### config.mk
export PLATFORM = sky130hd
export DESIGN_NAME = mem_bus_arbiter
export DESIGN_NICKNAME = d
export VERILOG_FILES = /design/src/rtl/mem_bus_arbiter.sv
export SDC_FILE = /design/constraint.sdc
export NUM_CORES = 1
export LEC_CHECK = 0
export CORE_MARGIN = 5
export CORE_UTILIZATION = 25
export CTS_BUF_LIST = sky130_fd_sc_hd__clkbuf_16
export CTS_CLUSTER_DIAMETER = 100
export CTS_CLUSTER_SIZE = 12
export DETAILED_ROUTE_END_ITERATION = 8
export DONT_BUFFER_PORTS = 1
export PLACE_DENSITY = 0.37
export SYNTH_ARGS = -nofsm -noshare
export SYNTH_HDL_FRONTEND = slang
export SYNTH_SLANG_ARGS = --single-unit
### constraint.sdc
create_clock -name clock -period 1.85 [get_ports clock]
set_input_delay 0.185 -clock clock [delete_from_list [all_inputs] [get_ports clock]]
set_output_delay 0.185 -clock clock [all_outputs]
set_load 0.01 [all_outputs]
### src/rtl/mem_bus_arbiter.sv
// Two-master round-robin arbiter and latency sequencer for a byte-wide synchronous memory port.
// Define MEM_BUS_ARBITER_STATS_EN to add saturating grant/stall statistics outputs.
module mem_bus_arbiter #(
  parameter int unsigned ADDR_W      = 11,
  parameter int unsigned DATA_W      = 8,
  parameter int unsigned SIZE_W      = 4,
  parameter int unsigned BASE_ADDR   = 0,
  parameter int unsigned MEM_SIZE    = 1,
  parameter int unsigned READ_DELAY  = 2,
  parameter int unsigned WRITE_DELAY = 1
) (
  input  logic              clock,
  input  logic              reset,
  input  logic              m0_oe,
  input  logic              m0_we,
  input  logic [ADDR_W-1:0] m0_addr,
  input  logic [DATA_W-1:0] m0_wdata,
  input  logic [SIZE_W-1:0] m0_size,
  output logic [DATA_W-1:0] m0_rdata,
  output logic              m0_data_rdy,
  input  logic              m1_oe,
  input  logic              m1_we,
  input  logic [ADDR_W-1:0] m1_addr,
  input  logic [DATA_W-1:0] m1_wdata,
  input  logic [SIZE_W-1:0] m1_size,
  output logic [DATA_W-1:0] m1_rdata,
  output logic              m1_data_rdy,
  output logic              s_oe,
  output logic              s_we,
  output logic [ADDR_W-1:0] s_addr,
  output logic [DATA_W-1:0] s_wdata,
  output logic [SIZE_W-1:0] s_size,
  input  logic [DATA_W-1:0] s_rdata,
  output logic              err_oor,
  output logic              err_proto
`ifdef MEM_BUS_ARBITER_STATS_EN
  ,
  output logic [31:0]       stat_grants0,
  output logic [31:0]       stat_grants1,
  output logic [31:0]       stat_stall
`endif
);

  localparam int unsigned AW1       = ADDR_W + 1;
  localparam int unsigned MAX_DELAY = (READ_DELAY > WRITE_DELAY) ? READ_DELAY : WRITE_DELAY;
  localparam int unsigned CNT_W     = (MAX_DELAY > 1) ? $clog2(MAX_DELAY) : 1;

  localparam logic [CNT_W-1:0] RD_CNT  = CNT_W'(READ_DELAY - 1);
  localparam logic [CNT_W-1:0] WR_CNT  = CNT_W'(WRITE_DELAY - 1);
  localparam logic [AW1-1:0]   WIN_LO  = AW1'(BASE_ADDR);
  localparam logic [AW1-1:0]   WIN_LEN = AW1'(MEM_SIZE);

  typedef enum logic [1:0] {IDLE, ISSUE, WAIT, RESP} state_t;

  state_t              state_q;
  logic                last_grant_q;
  logic                gnt_q;
  logic                we_q;
  logic                win_q;
  logic [CNT_W-1:0]    cnt_q;
  logic                s_oe_q;
  logic                s_we_q;
  logic [ADDR_W-1:0]   s_addr_q;
  logic [DATA_W-1:0]   s_wdata_q;
  logic [SIZE_W-1:0]   s_size_q;
  logic                rdy0_q;
  logic                rdy1_q;
  logic                err_oor_q;
  logic [DATA_W-1:0]   m0_rdata_q;
  logic [DATA_W-1:0]   m1_rdata_q;

  logic                elig0_c;
  logic                elig1_c;
  logic                req_c;
  logic                sel_c;
  logic                sel_we_c;
  logic [ADDR_W-1:0]   sel_addr_c;
  logic [DATA_W-1:0]   sel_wdata_c;
  logic [SIZE_W-1:0]   sel_size_c;
  logic [AW1-1:0]      offset_c;
  logic                win_c;
  logic [CNT_W-1:0]    load_cnt_c;
  logic [DATA_W-1:0]   resp_data_c;

  function automatic logic [DATA_W-1:0] size_mask(input logic [SIZE_W-1:0] sz);
    logic [DATA_W-1:0] m;
    m = '0;
    for (int unsigned i = 0; i < DATA_W; i++) m[i] = (i < 32'(sz));
    return m;
  endfunction

  // Request decode, round-robin pick and window check on the widened offset
  always_comb begin
    elig0_c     = m0_oe ^ m0_we;
    elig1_c     = m1_oe ^ m1_we;
    req_c       = elig0_c | elig1_c;
    sel_c       = (elig0_c & elig1_c) ? ~last_grant_q : elig1_c;
    sel_we_c    = sel_c ? m1_we    : m0_we;
    sel_addr_c  = sel_c ? m1_addr  : m0_addr;
    sel_wdata_c = sel_c ? m1_wdata : m0_wdata;
    sel_size_c  = sel_c ? m1_size  : m0_size;
    // A borrow sets the top bit, so addresses below the base never alias into the window
    offset_c    = {1'b0, sel_addr_c} - WIN_LO;
    win_c       = ~offset_c[ADDR_W] && (offset_c < WIN_LEN);
    load_cnt_c  = we_q ? WR_CNT : RD_CNT;
    resp_data_c = (!we_q && win_q) ? s_rdata : '0;
  end

  always_ff @(posedge clock or posedge reset) begin
    if (reset) begin
      state_q      <= IDLE;
      last_grant_q <= 1'b1;
      gnt_q        <= 1'b0;
      we_q         <= 1'b0;
      win_q        <= 1'b0;
      cnt_q        <= '0;
      s_oe_q       <= 1'b0;
      s_we_q       <= 1'b0;
      s_addr_q     <= '0;
      s_wdata_q    <= '0;
      s_size_q     <= '0;
      rdy0_q       <= 1'b0;
      rdy1_q       <= 1'b0;
      err_oor_q    <= 1'b0;
      m0_rdata_q   <= '0;
      m1_rdata_q   <= '0;
    end else begin
      s_oe_q    <= 1'b0;
      s_we_q    <= 1'b0;
      rdy0_q    <= 1'b0;
      rdy1_q    <= 1'b0;
      err_oor_q <= 1'b0;
      case (state_q)
        IDLE: begin
          if (req_c) begin
            gnt_q        <= sel_c;
            last_grant_q <= sel_c;
            we_q         <= sel_we_c;
            win_q        <= win_c;
            s_oe_q       <= win_c & ~sel_we_c;
            s_we_q       <= win_c & sel_we_c;
            s_addr_q     <= offset_c[ADDR_W-1:0];
            s_wdata_q    <= sel_wdata_c & size_mask(sel_size_c);
            s_size_q     <= sel_size_c;
            state_q      <= ISSUE;
          end
        end
        ISSUE: begin
          cnt_q <= load_cnt_c;
          if (load_cnt_c == '0) begin
            rdy0_q    <= ~gnt_q;
            rdy1_q    <= gnt_q;
            err_oor_q <= ~win_q;
            state_q   <= RESP;
          end else begin
            state_q <= WAIT;
          end
        end
        WAIT: begin
          cnt_q <= cnt_q - CNT_W'(1);
          if (cnt_q == CNT_W'(1)) begin
            rdy0_q    <= ~gnt_q;
            rdy1_q    <= gnt_q;
            err_oor_q <= ~win_q;
            state_q   <= RESP;
          end
        end
        RESP: begin
          if (gnt_q) m1_rdata_q <= resp_data_c;
          else       m0_rdata_q <= resp_data_c;
          state_q <= IDLE;
        end
        default: state_q <= IDLE;
      endcase
    end
  end

  // Read data passes straight through in the response cycle, then is held
  always_comb begin
    m0_rdata = m0_rdata_q;
    m1_rdata = m1_rdata_q;
    if (state_q == RESP) begin
      if (gnt_q) m1_rdata = resp_data_c;
      else       m0_rdata = resp_data_c;
    end
  end

  assign m0_data_rdy = rdy0_q;
  assign m1_data_rdy = rdy1_q;
  assign s_oe        = s_oe_q;
  assign s_we        = s_we_q;
  assign s_addr      = s_addr_q;
  assign s_wdata     = s_wdata_q;
  assign s_size      = s_size_q;
  assign err_oor     = err_oor_q;
  assign err_proto   = ~reset & ((m0_oe & m0_we) | (m1_oe & m1_we));

`ifdef MEM_BUS_ARBITER_STATS_EN
  logic [31:0] grants0_q;
  logic [31:0] grants1_q;
  logic [31:0] stall_q;
  logic        grant0_c;
  logic        grant1_c;
  logic        stall_c;

  // A requester stalls when it is neither being granted nor already being served
  always_comb begin
    grant0_c = (state_q == IDLE) && req_c && !sel_c;
    grant1_c = (state_q == IDLE) && req_c && sel_c;
    stall_c  = (elig0_c && !(grant0_c || (state_q != IDLE && !gnt_q))) ||
               (elig1_c && !(grant1_c || (state_q != IDLE && gnt_q)));
  end

  always_ff @(posedge clock or posedge reset) begin
    if (reset) begin
      grants0_q <= '0;
      grants1_q <= '0;
      stall_q   <= '0;
    end else begin
      if (grant0_c && grants0_q != '1) grants0_q <= grants0_q + 32'd1;
      if (grant1_c && grants1_q != '1) grants1_q <= grants1_q + 32'd1;
      if (stall_c && stall_q != '1)    stall_q   <= stall_q + 32'd1;
    end
  end

  assign stat_grants0 = grants0_q;
  assign stat_grants1 = grants1_q;
  assign stat_stall   = stall_q;
`endif

endmodule

==> impl_metrics.toml <==
[status]
outcome = "finished, final reports clean"

[worst_setup_path]
cp_top_family = "flip-flops"
rrSetupSlack_ns = 0.28
worst_ep_required_time_ns = 1.66
worst-path-stages = 5
max_stage_delay_ns = 0.43
critPathCaptureType = "output pin"
critical_path.cell_chain = "ha_1, nand2_2, nand2_1, o21ai_0, buf_4"
crit_slowest_cell = "dfrtp_1"
worstReg2RegEnd = "s_wdata[4]$_DFFE_PP0P_"
cp-start-kind = "register"
r2r_start = "last_grant_q$_DFFE_PP1P_"
worstPathArrival_ns = 1.54
worst-path-buf-inv = 1
critPathKind = "register to output pin"
crit_fanout = 16
r2r_cells = 5

[synth]
synth_cell_types = 46
synth_edf_count = 0
ys_seq_area_frac = 0.5207
synth_top_area_frac = 0.5099
synth_area_leaders = "dfrtp_1, nand2_1, o21ai_0"
yosys_warnings = 0
synth.largest_area_cell = "dfrtp_1"
ys_ff_latch = 51
synth_ff_type = "dfrtp_1"
synth_area_um2 = 2454
synthCells = 244
synth_nets = 310
async_flop_share = 1.000
avgSynthCellArea_um2 = 10.06

[timing]
worst_pin_slew_ns = 0.4064
maxSlewHeadroom = 0.7253
drv_slew = 0
hold_viol_final = 0
grt_setup_unrepaired = "true"
setup_slack_ns = 0.1290
clock_skew_ns = 0.004171
fin_crit_ns = 1.721
timing.final.crit_share = 0.9303
setup_tns_ns = 0
fmax_mhz = 581.0
setup-violations-final = 0

[clock_tree]
tritoncts = "done"
clock-sinks = 51
postCtsSetupRepairBufs = 0
clk_path_buf_depth = 2
root_buffer = "clkbuf_16"
numCtsBuffers = 5
clk_pin_slew_ns = 0.07
cts_max_level = 2
insertion_delay_ns = 0.29

[routing]
ant_nets = 0
wire_per_inst_um = 16.57
via_per_inst = 4.673
route.detailed.drc = 0
routed_wl_um = 6379
drt_iter0_drc = 69
via_count = 1799
drt-pass1-iter-count = 4

[placement]
port_buffers = 0
pre_cts_ws_ns = 0.09874
gp_congestion = 0.6825
dp_hpwl_um = 4935

[grt]
grtUsageTotal = 0.1124
grt_max_degree = 29
overflow = 0
antenna_found_initial = 0
grt_pass1_wl_um = 10290
first_global_vias = 1950

[floorplan]
core_um2 = 9684
ios = 105
fp-row-count = 36
die_x_um = 109.1
die_height_um = 109.1
dieArea_um2 = 11900
start_util = 0.2534

[cells_and_area]
multiInputGateArea_um2 = 1086
nets = 317
seqCellArea_um2 = 1277
fin_util = 0.2917
fill_cells = 1019
layout-drive-gt1-share = 0.1389
antenna_cells = 0
syn_to_final_growth_pct = 15.15

[min_path]
whs_path_depth = 2
hold_path.class = "primary input to register"
hp-start = "m0_wdata[3]"
hold_end = "s_wdata[3]$_DFFE_PP0P_"

[power]
powerDensity_nw_per_um2 = 1505
irDropWorstVdd_v = 0.0003771
power.leakage_nw = 1.234

[job]
max-cap-violations = 0
==> cells by family (layout without fill, tap and decap cells) <==
kind of cell,Yosys count,in the layout,share of synthesized area
adder cells (fa/ha/maj),6,6,0.03060
AND/OR/NAND/NOR,84,84,0.1637
multiplexers,19,19,0.07955
buffers and inverters,19,27,0.04029
AO/OA/AOI/OAI,65,65,0.1652
flip-flops,51,51,0.5207
==> routing by layer <==
layer,vias up,routed length (µm),track usage
met5,-,0,0
met4,0,71,0.03517
met3,7,782,0.05802
met2,78,2866,0.1715
met1,834,2659,0.1373
li1,880,-,-
==> metrics by stage <==
step / hold WS [ns] / instances / power (mW) / cell area [µm²]
after floorplan: 0.3672 / 244 / 2.853 / 2454
after global placement: 0.02195 / 376 / 3.257 / 2646
after detailed placement: 0.01825 / 376 / 3.258 / 2646
after CTS: 0.07392 / 385 / 4.337 / 2820
after global routing: 0.07001 / 385 / 4.608 / 2825
final: 0.08440 / 385 / 4.253 / 2825
==> state kept, by name, indices dropped and copies added, names as in the netlist <==
signal and cells:
s_addr 11, m0_rdata_q 8, m1_rdata_q 8, s_wdata 8
s_size 4, state_q 2, cnt_q 1, err_oor 1
gnt_q 1, last_grant_q 1, m0_data_rdy 1, m1_data_rdy 1
s_oe 1, s_we 1, we_q 1, win_q 1
==> worst max-delay path by stage <==
stage                                       from              to  slack [ns]
after floorplan                            m0_oe  s_oe$_DFF_PP0_        0.20
after global placement                     m1_oe  s_oe$_DFF_PP0_        0.16
after detailed placement                   m1_oe  s_oe$_DFF_PP0_         0.1
after CTS                 state_q[1]$_DFFE_PP0P_     m0_rdata[3]       -0.11
after global routing      state_q[1]$_DFFE_PP0P_     m1_rdata[4]      -0.007
final                     state_q[1]$_DFFE_PP0P_     m1_rdata[4]        0.13
==> what timing repair did <==
item	CTS	global route
cloned	0	0
resized for setup	7	10
setup endpoints to repair	16	16
hold buffers	1	0
endpoints found under the hold margin	10	0
==> synthesized netlist by cell type, drive strengths merged, types with 3 or more instances <==
master / instances
a32o: 3
and3: 3
o21ai: 41
clkbuf: 7
buf: 5
mux2: 4
a31oi: 4
dfrtp: 50
nand2: 54
mux2i: 15
nor2: 11
ha: 6
inv: 7
a21oi: 3
==> layout by cell type (no fill, tap or decap), types with 2 or more instances in the layout <==
cell type   n
nand2_1    53
clkbuf_16   5
o21ai_1    21
o21ai_0    19
ha_1        6
inv_1       6
nor2_1     11
a31oi_1     4
and3_1      3
a32o_1      2
mux2_2      4
buf_4      10
dfrtp_1    50
a21oi_1     3
a22o_1      2
nor2b_1     2
mux2i_1    15
a211oi_1    2
==> power by group <==
group | internal (mW) | switching, mW
Clock | 0.631 | 0.404
Combinational | 0.525 | 0.768
Sequential | 1.53 | 0.398
==> final cells by class <==
type | instances | area share
sequential | 51 | 0.4522
multi-input combinational | 174 | 0.3844
tap | 133 | 0.05890
clock buffer | 5 | 0.04429
timing repair buffer | 12 | 0.03720
clock inverter | 3 | 0.01373
inverter | 7 | 0.009300
No activity file was read; power rests on OpenSTA's default activity.
